**src/rtl/decode_stage_pkg.sv**
```systemverilog
// Shared definitions for the rv32 decode stage.
//   opcode_t   : major opcodes (insn[6:2]) understood by the decoder
//   imm_fmt_t  : immediate formats
//   op1_sel_t / op2_sel_t : execute operand selects
//   ctrl_t     : control record handed to execute
//   state_t    : decode-stage FSM states
//   gen_imm()  : sign-extended immediate extraction by format
package decode_stage_pkg;

    typedef enum logic [4:0] {
        OPC_LOAD     = 5'b00000,
        OPC_MISC_MEM = 5'b00011,
        OPC_OP_IMM   = 5'b00100,
        OPC_AUIPC    = 5'b00101,
        OPC_STORE    = 5'b01000,
        OPC_OP       = 5'b01100,
        OPC_LUI      = 5'b01101,
        OPC_BRANCH   = 5'b11000,
        OPC_JALR     = 5'b11001,
        OPC_JAL      = 5'b11011,
        OPC_SYSTEM   = 5'b11100
    } opcode_t;

    typedef enum logic [2:0] {
        IMM_NONE,
        IMM_I,
        IMM_S,
        IMM_B,
        IMM_U,
        IMM_J
    } imm_fmt_t;

    localparam logic [6:0] F7_BASE   = 7'b0000000;
    localparam logic [6:0] F7_ALT    = 7'b0100000;  // SUB / SRA
    localparam logic [6:0] F7_MULDIV = 7'b0000001;  // MUL..REMU

    typedef enum logic {
        OP1_RS1,
        OP1_PC
    } op1_sel_t;

    typedef enum logic [2:0] {
        OP2_RS2,
        OP2_I_IMM,
        OP2_S_IMM,
        OP2_U_IMM,
        OP2_FOUR
    } op2_sel_t;

    typedef struct packed {
        logic     invalid;
        logic     bubble;
        logic     kill;
        logic     jump;
        op1_sel_t op1_sel;
        op2_sel_t op2_sel;
    } ctrl_t;

    localparam ctrl_t CTRL_RESET = '{
        invalid: 1'b0,
        bubble:  1'b0,
        kill:    1'b0,
        jump:    1'b0,
        op1_sel: OP1_RS1,
        op2_sel: OP2_RS2
    };

    typedef enum logic {
        ST_RUN,
        ST_BUBBLE
    } state_t;

    function automatic logic [31:0] gen_imm(input logic [31:0] insn, input imm_fmt_t fmt);
        logic [31:0] imm;
        case (fmt)
            IMM_I:   imm = {{20{insn[31]}}, insn[31:20]};
            IMM_S:   imm = {{20{insn[31]}}, insn[31:25], insn[11:7]};
            IMM_B:   imm = {{19{insn[31]}}, insn[31], insn[7], insn[30:25], insn[11:8], 1'b0};
            IMM_U:   imm = {insn[31:12], 12'b0};
            IMM_J:   imm = {{11{insn[31]}}, insn[31], insn[19:12], insn[20], insn[30:21], 1'b0};
            default: imm = 32'b0;
        endcase
        return imm;
    endfunction

endpackage

```
**src/rtl/decode_stage_decoder.sv**
```systemverilog
// Pure combinational rv32 instruction decoder.
//   insn     in  : 32-bit instruction word
//   ctrl     out : control record (invalid/jump/op1_sel/op2_sel; bubble/kill always 0)
//   rs1/rs2/rd out : register addresses, 0 when the format does not use them
//   imm      out : sign-extended immediate for the format (0 when none)
//   uses_rs1/uses_rs2 out : instruction reads that source register
// Build option: define RV32M_EN to accept the M-extension OP encodings.
module decode_stage_decoder
    import decode_stage_pkg::*;
(
    input  logic [31:0] insn,
    output ctrl_t       ctrl,
    output logic [4:0]  rs1,
    output logic [4:0]  rs2,
    output logic [4:0]  rd,
    output logic [31:0] imm,
    output logic        uses_rs1,
    output logic        uses_rs2
);

    logic [4:0] f_rs1;
    logic [4:0] f_rs2;
    logic [4:0] f_rd;
    logic [2:0] f3;
    logic [6:0] f7;
    logic       op_ok;
    imm_fmt_t   fmt;

    assign f_rs1 = insn[19:15];
    assign f_rs2 = insn[24:20];
    assign f_rd  = insn[11:7];
    assign f3    = insn[14:12];
    assign f7    = insn[31:25];

    always_comb begin
        op_ok = (f7 == F7_BASE) ||
                ((f7 == F7_ALT) && ((f3 == 3'b000) || (f3 == 3'b101)));
`ifdef RV32M_EN
        op_ok = op_ok || (f7 == F7_MULDIV);
`else
        op_ok = op_ok && (f7 != F7_MULDIV);
`endif
    end

    always_comb begin
        ctrl     = CTRL_RESET;
        rs1      = 5'd0;
        rs2      = 5'd0;
        rd       = 5'd0;
        fmt      = IMM_NONE;
        uses_rs1 = 1'b0;
        uses_rs2 = 1'b0;

        if (insn[1:0] != 2'b11) begin
            ctrl.invalid = 1'b1;
        end else begin
            case (insn[6:2])
                OPC_LUI: begin
                    // rs1 reads x0 so execute adds U_IMM to zero
                    rd           = f_rd;
                    ctrl.op2_sel = OP2_U_IMM;
                    fmt          = IMM_U;
                end
                OPC_AUIPC: begin
                    rd           = f_rd;
                    ctrl.op1_sel = OP1_PC;
                    ctrl.op2_sel = OP2_U_IMM;
                    fmt          = IMM_U;
                end
                OPC_JAL: begin
                    rd           = f_rd;
                    ctrl.jump    = 1'b1;
                    ctrl.op1_sel = OP1_PC;
                    ctrl.op2_sel = OP2_FOUR;
                    fmt          = IMM_J;
                end
                OPC_JALR: begin
                    rs1          = f_rs1;
                    uses_rs1     = 1'b1;
                    rd           = f_rd;
                    ctrl.jump    = 1'b1;
                    ctrl.op1_sel = OP1_PC;
                    ctrl.op2_sel = OP2_FOUR;
                    fmt          = IMM_I;
                end
                OPC_BRANCH: begin
                    rs1       = f_rs1;
                    rs2       = f_rs2;
                    uses_rs1  = 1'b1;
                    uses_rs2  = 1'b1;
                    ctrl.jump = 1'b1;
                    fmt       = IMM_B;
                end
                OPC_STORE: begin
                    rs1          = f_rs1;
                    rs2          = f_rs2;
                    uses_rs1     = 1'b1;
                    uses_rs2     = 1'b1;
                    ctrl.op2_sel = OP2_S_IMM;
                    fmt          = IMM_S;
                end
                OPC_LOAD, OPC_OP_IMM, OPC_MISC_MEM, OPC_SYSTEM: begin
                    rs1          = f_rs1;
                    uses_rs1     = 1'b1;
                    rd           = f_rd;
                    ctrl.op2_sel = OP2_I_IMM;
                    fmt          = IMM_I;
                end
                OPC_OP: begin
                    if (op_ok) begin
                        rs1      = f_rs1;
                        rs2      = f_rs2;
                        uses_rs1 = 1'b1;
                        uses_rs2 = 1'b1;
                        rd       = f_rd;
                    end else begin
                        ctrl.invalid = 1'b1;
                    end
                end
                default: ctrl.invalid = 1'b1;
            endcase
        end

        imm = gen_imm(insn, fmt);
    end

endmodule

```
**src/rtl/decode_stage.sv**
```systemverilog
// rv32 instruction-decode pipeline stage (fetch -> decode -> execute).
//   clk, resetn          : clock, synchronous active-low reset
//   if_valid/if_ready    : fetch handshake; if_pc/if_insn carry the instruction
//   ex_ready             : execute takes the current id_* output this cycle
//   flush                : taken branch/jump in execute; kill held slot, drop input
//   ex_load_valid/ex_load_rd : load in execute, for load-use detection
//   id_valid, id_pc, id_rs1, id_rs2, id_rd, id_imm, id_ctrl : registered decode output
//   state                : FSM state (RUN / BUBBLE) for observation
// Handshake: a slot moves when valid && ready are both high at a rising edge;
// id_* holds stable while id_valid && !ex_ready.
// Build option: RV32M_EN (see decode_stage_decoder).
module decode_stage
    import decode_stage_pkg::*;
#(
    parameter int              XLEN     = 32,
    parameter logic [XLEN-1:0] RESET_PC = 32'h0000_0000
) (
    input  logic            clk,
    input  logic            resetn,
    input  logic            if_valid,
    output logic            if_ready,
    input  logic [XLEN-1:0] if_pc,
    input  logic [31:0]     if_insn,
    input  logic            ex_ready,
    input  logic            flush,
    input  logic            ex_load_valid,
    input  logic [4:0]      ex_load_rd,
    output logic            id_valid,
    output logic [XLEN-1:0] id_pc,
    output logic [4:0]      id_rs1,
    output logic [4:0]      id_rs2,
    output logic [4:0]      id_rd,
    output logic [31:0]     id_imm,
    output ctrl_t           id_ctrl,
    output state_t          state
);

    ctrl_t       dec_ctrl;
    logic [4:0]  dec_rs1;
    logic [4:0]  dec_rs2;
    logic [4:0]  dec_rd;
    logic [31:0] dec_imm;
    logic        dec_uses_rs1;
    logic        dec_uses_rs2;
    logic        hazard;
    logic        can_load;

    decode_stage_decoder u_decoder (
        .insn     (if_insn),
        .ctrl     (dec_ctrl),
        .rs1      (dec_rs1),
        .rs2      (dec_rs2),
        .rd       (dec_rd),
        .imm      (dec_imm),
        .uses_rs1 (dec_uses_rs1),
        .uses_rs2 (dec_uses_rs2)
    );

    // Load-use: the incoming instruction reads the register an in-flight load writes.
    assign hazard = ex_load_valid && (ex_load_rd != 5'd0) &&
                    ((dec_uses_rs1 && (dec_rs1 == ex_load_rd)) ||
                     (dec_uses_rs2 && (dec_rs2 == ex_load_rd)));

    // The output register is free when empty or being drained this cycle.
    assign can_load = !id_valid || ex_ready;

    assign if_ready = resetn && can_load && (state == ST_RUN) && !hazard && !flush;

    always_ff @(posedge clk) begin
        if (!resetn) begin
            state    <= ST_RUN;
            id_valid <= 1'b0;
            id_pc    <= RESET_PC;
            id_rs1   <= 5'd0;
            id_rs2   <= 5'd0;
            id_rd    <= 5'd0;
            id_imm   <= 32'd0;
            id_ctrl  <= CTRL_RESET;
        end else if (flush) begin
            // Held slot stays visible but can no longer write rd or redirect.
            if (id_valid) begin
                id_ctrl.kill <= 1'b1;
                id_ctrl.jump <= 1'b0;
                id_rd        <= 5'd0;
            end
            state <= ST_RUN;
        end else if (state == ST_BUBBLE) begin
            if (ex_ready) begin
                id_valid       <= 1'b0;
                id_ctrl.bubble <= 1'b0;
                id_ctrl.kill   <= 1'b0;
                state          <= ST_RUN;
            end
        end else if (can_load) begin
            if (if_valid && hazard) begin
                // Bubble slot: valid but inert; the instruction waits at fetch.
                id_valid <= 1'b1;
                id_rs1   <= 5'd0;
                id_rs2   <= 5'd0;
                id_rd    <= 5'd0;
                id_imm   <= 32'd0;
                id_ctrl  <= '{invalid: 1'b0, bubble: 1'b1, kill: 1'b0, jump: 1'b0,
                              op1_sel: OP1_RS1, op2_sel: OP2_RS2};
                state    <= ST_BUBBLE;
            end else if (if_valid) begin
                id_valid <= 1'b1;
                id_pc    <= if_pc;
                id_rs1   <= dec_rs1;
                id_rs2   <= dec_rs2;
                id_rd    <= dec_rd;
                id_imm   <= dec_imm;
                id_ctrl  <= dec_ctrl;
            end else begin
                id_valid       <= 1'b0;
                id_ctrl.bubble <= 1'b0;
                id_ctrl.kill   <= 1'b0;
            end
        end
    end

endmodule

```
**config.mk**
```make
export PLATFORM = sky130hd
export DESIGN_NAME = decode_stage
export DESIGN_NICKNAME = d
export VERILOG_FILES = /design/src/rtl/decode_stage_pkg.sv /design/src/rtl/decode_stage_decoder.sv /design/src/rtl/decode_stage.sv
export SDC_FILE = /design/constraint.sdc
export NUM_CORES = 1
export LEC_CHECK = 0
export CAP_MARGIN = 20
export CORE_UTILIZATION = 45
export CTS_BUF_LIST = sky130_fd_sc_hd__clkbuf_4 sky130_fd_sc_hd__clkbuf_8
export DETAILED_ROUTE_END_ITERATION = 8
export PLACE_DENSITY = 0.83
export SLEW_MARGIN = 5
export SYNTH_ARGS = -nofsm -noshare
export SYNTH_HDL_FRONTEND = slang
export SYNTH_SLANG_ARGS = --single-unit
```
**constraint.sdc**
```tcl
create_clock -name clk -period 2.1 [get_ports clk]
set_clock_uncertainty 0.05 [all_clocks]
set_input_delay 0.315 -clock clk [delete_from_list [all_inputs] [get_ports clk]]
set_output_delay 0.315 -clock clk [all_outputs]
set_load 0.05 [all_outputs]
```
# Yosys cells after proc, flatten, opt, wreduce, memory -nomap -nowiden
# Index checks and enable logic that the tools add are counted.
[op_classes] div=0 mul=0 n_mux=54 n_eq_ne=25 n_bitwise=4 add_sub_neg=0 magnitude_cmp=0 shifts=0 n_reduce_logical=43
[ops] op="32-bit one-hot mux with 5 select lines" n=1
[ops] op="5-bit 2-to-1 mux" n=19
[ops] op="32-bit 2-to-1 mux" n=2
[ops] op="5-bit one-hot mux with 2 select lines" n=3
[ops] op="5-bit equality test (second input constant)" n=4
[ops] op="1-bit 2-to-1 mux" n=17
[ops] op="5-bit by 4-bit equality test with 1-bit output (second input constant)" n=3
[ops] op="3-bit one-hot mux with 5 select lines" n=1
[ops] op="3-bit one-hot mux with 4 select lines" n=1
[ops] op="1-bit logical AND" n=11
[ops] op="5-bit by 3-bit equality test with 1-bit output (second input constant)" n=2
[ops] op="5-bit equality test" n=2
[ops] op="10-bit OR reduction" n=1
[ops] op="3-bit equality test (second input constant)" n=3
[ops] op="2-bit 2-to-1 mux" n=4
[ops] op="8-bit 2-to-1 mux" n=1
[ops] op="4-bit AND reduction" n=2
[ops] op="2-bit OR reduction" n=4
[ops] op="8-bit OR reduction" n=1
[ops] op="7-bit by 6-bit equality test with 1-bit output (second input constant)" n=1
[ops] op="7-bit logical NOT" n=1
[ops] op="7-bit 2-to-1 mux" n=1
[ops] op="7-bit by 1-bit != test with 1-bit output (second input constant)" n=1
[ops] op="7-bit OR reduction" n=1
[ops] op="other kinds (21)" n=39
[totals] latch_bits=0 register_bits=89 ramBits=0 romBits=0 elab_cells=139 memories=0

# Longest topological paths before layout
[logic_depth] word_depth=17 depth_mapped=9 depth_no_buf=6

# Cells and area by module
# Synthesis repeated with hierarchy kept, for this count alone.
[hier_totals] cells_unflattened=716 area_unflattened_um2=5230.0
[by_module_without_submodules] mod="decode_stage" area_per_inst_um2=4240.3 n_inst=1 seq_area_each_um2=1781.7 cells_per_inst=537
[by_module_without_submodules] mod="decode_stage_decoder" area_per_inst_um2=989.7 n_inst=1 seq_area_each_um2=0.0 cells_per_inst=179

# Worst setup path before layout
# No wires, ideal clock.
[synth_path] kind="input to output" startpoint="input ex_load_rd[1]" endpoint="output if_ready" setup_slack_ns=-0.224 t_arrival_ns=1.959 cell_stages=6 cell_sequence="or4_1 > o21ai_2 > nor4_1 > o211ai_4 > buf_2 > and3_1"
[synth_between] elab_chain_cells=7
[synth_rtl] item="start, declared" line_no="decode_stage.sv:27" rtl="input logic [4:0] ex_load_rd,"
[synth_rtl] item="5-bit equality test (on tied branches)" line_no="decode_stage.sv:61, decode_stage.sv:62"
[synth_rtl] item="1-bit logical AND (on tied branches)" line_no="decode_stage.sv:61, decode_stage.sv:62"
[synth_rtl] item="1-bit logical OR" line_no="decode_stage.sv:61" rtl="((dec_uses_rs1 && (dec_rs1 == ex_load_rd)) ||"
[synth_rtl] item="1-bit logical AND (*)" line_no="decode_stage.sv:60" rtl="assign hazard = ex_load_valid && (ex_load_rd != 5'd0) &&"
[synth_rtl] item="1-bit logical NOT (*)" line_no="decode_stage.sv:67" rtl="assign if_ready = resetn && can_load && (state == ST_RUN) && !hazard && !flush;"
[synth_rtl] item="1-bit logical AND (*) (2 in a row)" line_no="decode_stage.sv:67"
[synth_rtl] item="end, declared" line_no="decode_stage.sv:21" rtl="output logic if_ready,"
# Mark *: on every way between the ends. The rest lies on a longest branch, timed or not.

# Worst setup path after layout
[layout_path] startpoint="input ex_load_rd[4]" endpoint="output if_ready"
# The elaborated chain is that of the path after synthesis.

==> flow_summary_export.csv <==
group,metric,value,unit
grt,grtUsageMet3,7.194,%
setup_path,cpMostUsedCell,"o21ai_4",
clock_tree,clk_pin_slew,0.09,ns
yosys,yosysTopAreaCell,"dfxtp_1",
grt,met1_usage,33.42,%
floorplan,dieWidth,97.11,um
clock_tree,clk_latency,0.36,ns
route,vias,4587,
layout,drive_above_1_share,19.02,%
setup_path,path_max_fanout,3,
clock_tree,clock_sinks,89,
route,drt-initial-drc-count,285,
worst_hold_path,min_path_type,"input port to flip-flop",
status,status,"complete, but fails checks",
setup_path,reg2regPathDepth,7,
sta,timing_hold_violations_final,0,
layout,multiInputGateArea,0.002203,mm2
sta,fin_tns_setup,-0.02830,ns
setup_path,crit_family,"simple AND/OR/NAND/NOR gates",
grt,first_global_vias,4770,
status,failed_checks,"setup timing",
sta,rsz0062_at_grt,"true",
layout,regArea,0.001782,mm2
layout,nNetsFinal,785,
sta,slew_headroom,61.79,%
sta,setup_ws,-0.02830,ns
yosys,synth_area_per_cell,8.427,um2
yosys,synthArstFlopShare,0,%
floorplan,core,0.008721,mm2
setup_path,worstSetupPathType,"input port to primary output",
floorplan,ios,165,
sta,finalSetupViolations,1,
route,wl,14.27,mm
setup_path,critical_path_arrival,1.76,ns
power_and_ir_drop,ir_drop,0.3053,mV
yosys,synthTopCellsByArea,"dfxtp_1 (44%), nand2_1 (11%), mux2i_1 (8.1%), a21oi_1 (4.7%), o21ai_0 (3.9%)",
yosys,synth-seq-cells,89,
sta,worst_pin_slew,0.5731,ns
floorplan,die_area,0.009429,mm2
grt,grt_pass1_wl,22.58,mm
clock_tree,ctsHoldBuffers,0,
yosys,syn_inst,483,
floorplan,start_util,46.67,%
setup_path,crit_path_end_kind,"primary output",
setup_path,start_kind,"input port",
grt,grtUsageMet2,51.03,%
clock_tree,htree_levels,3,
sta,min_period,2.128,ns
grt,antenna_found_initial,0,
power_and_ir_drop,p_per_area,566.6,mW/mm2
sta,fmaxAchievable,469.9,MHz
grt,grt_busiest_layer,"met2",
grt,grt_use_total,29.58,%
place,gp_congestion,0.9564,
setup_path,slowest_stage,"or4_4",
sta,fin_crit_sh,101.3,%
floorplan,std_cell_rows,34,
yosys,yosys_warnings,0,
setup_path,crit_buf_inv,3,
yosys,synth_edf_count,0,
floorplan,die_h,97.11,um
power_and_ir_drop,p_total,3.784,mW
worst_hold_path,hold_path_depth,3,
clock_tree,clk_path_buf_depth,2,
yosys,synthesis.nets,558,
grt,grt_max_degree,65,
sta,maxSlewViolCount,0,
setup_path,crit_chain,"buf_6 -> or4_4 -> o21ai_4 -> buf_4 -> nor4_4 -> o21ai_4 -> and3_4 -> buf_12",
yosys,synth_top_area_share,43.77,%
route,wl_per_cell,17.34,um
route,firstDrtPassIters,7,
layout,fill_cells,594,
power_and_ir_drop,p_leak,2.781,nW
run,maxCapViolations,0,
clock_tree,tritoncts,"yes",
setup_path,critPathMaxStageDelay,0.53,ns
place,numPortBuffers,164,
yosys,ys_dominant_reg_cell,"dfxtp_1",
clock_tree,clockRootBuffer,"clkbuf_8",
yosys,netlist_area,0.004070,mm2
layout,insertedDiodeCount,0,
route,vias_per_cell,5.574,
route,drc,0,
setup_path,critical_path_depth,8,
grt,grt_overflow,0,
route,route.antenna.remaining_nets,0,
layout,area_growth,64.09,%
yosys,yosysSeqAreaShare,43.77,%
setup_path,crit_required,1.74,ns
place,hpwl,10.36,mm
yosys,ys_types,55,
clock_tree,numCtsBuffers,9,
## timing repair
action,4_1_cts,5_1_grt
endpoints found under the setup margin,75,6
pin swaps,13,15
setup buffers,7,1
gates resized for setup,55,25
## layer usage
layer | vias to the layer above | share of wire, % | wire [um]
met5 | - | 0 | 0
met4 | 0 | 5.1 | 723
met3 | 68 | 7.1 | 1011
met2 | 251 | 49 | 7006
met1 | 2142 | 39 | 5528
li1 | 2126 | - | -
## flip-flops by register name (all words and copies together) (netlist names)
name	flops
id_valid	1
id_rs1	5
id_rs2	5
id_rd	5
id_imm	32
id_pc	32
state	1
id_ctrl	8
## worst paths after layout
check                     start          to  slack, ns
setup reg to reg       id_valid    id_rd[0]       0.27
hold reg to reg      id_imm[14]  id_imm[14]       0.40
setup / recovery  ex_load_rd[4]    if_ready      -0.03
hold / removal           resetn  id_ctrl[7]       0.23
## synthesized netlist by cell type (7+ instances only)
cell type  instances
nand2_1          121
dfxtp_1           89
a21oi_1           38
mux2i_1           33
o21ai_0           32
clkbuf_1          17
nand3_1           13
and3_1            10
buf_2             10
inv_1             10
a22o_1             9
nor2_1             9
o21ai_1            9
xnor2_1            7
## worst reg2reg max path, cell delays in order (launching register included)
cell and delay, ns:
dfxtp_1 0.36, nor2b_1 0.18, nor4b_4 0.30, buf_4 0.19
nand2_1 0.07, nor2_1 0.15, nand4_1 0.25, o21ai_0 0.21
## cells by family after synthesis
| logic type | share of synthesized area, % |
|---|---|
| flip-flops | 43.78 |
| buffers and inverters | 4.857 |
| XOR/XNOR | 2.367 |
| AND/OR/NAND/NOR | 23.18 |
| multiplexers | 8.392 |
| adder cells (fa/ha/maj) | 0.2459 |
| AO/OA/AOI/OAI | 17.18 |
## area by class of cell
class | instances | area share, %
Timing Repair Buffer | 248 | 34.62
Multi-Input combinational cell | 352 | 32.99
Sequential cell | 89 | 26.68
Clock buffer | 10 | 2.061
Tap cell | 108 | 2.023
Clock inverter | 6 | 1.068
Inverter | 10 | 0.5620
## power by group
part / total (mW) / switching (mW) / internal [mW]
clock: 1.25 / 0.658 / 0.596
sequential: 1.75 / 0.0210 / 1.72
combinational: 0.785 / 0.426 / 0.359
total: 3.78 / 1.11 / 2.68
## cell usage in the layout, fill, tap and decap left out, types with 3 or more instances in the layout
| cell type | netlist | routed |
|---|---|---|
| nor2b_1 | 5 | 3 |
| a21oi_1 | 38 | 38 |
| nand2_1 | 121 | 121 |
| mux2i_1 | 33 | 33 |
| xor2_1 | 4 | 4 |
| nor3_1 | 5 | 3 |
| nor2_1 | 9 | 7 |
| a22oi_1 | 5 | 5 |
| nand3_1 | 13 | 13 |
| o21ai_1 | 9 | 13 |
| buf_12 | 0 | 5 |
| inv_6 | 0 | 3 |
| nand4_1 | 5 | 5 |
| clkbuf_8 | 0 | 10 |
| a22o_1 | 9 | 9 |
| clkdlybuf4s15_1 | 0 | 4 |
| xnor2_1 | 7 | 6 |
| and3_1 | 10 | 8 |
| buf_4 | 1 | 78 |
| clkdlybuf4s50_1 | 0 | 133 |
| dlygate4sd2_1 | 0 | 14 |
| dlymetal6s2s_1 | 0 | 4 |
| nor4b_4 | 2 | 3 |
| inv_1 | 10 | 10 |
| clkbuf_2 | 1 | 4 |
| dfxtp_1 | 89 | 89 |
| and2_1 | 4 | 4 |
| o21ai_0 | 32 | 28 |
## through the flow
stage                     instances  setup WS (ns)  hold WS (ns)  cell area (um2)  utilization (%)
after floorplan                 483       0.001844        0.3907             4084                -
after global placement          800        -0.4794        0.3874             6327            72.55
after detailed placement        800        -0.5843        0.3953             6327            72.55
after CTS                       823       -0.01860        0.2276             6641            76.15
after global routing            823       -0.07106        0.2371             6679            76.59
final                           823       -0.02830        0.2339             6679            76.59
(Power assumes the default switching activity.)
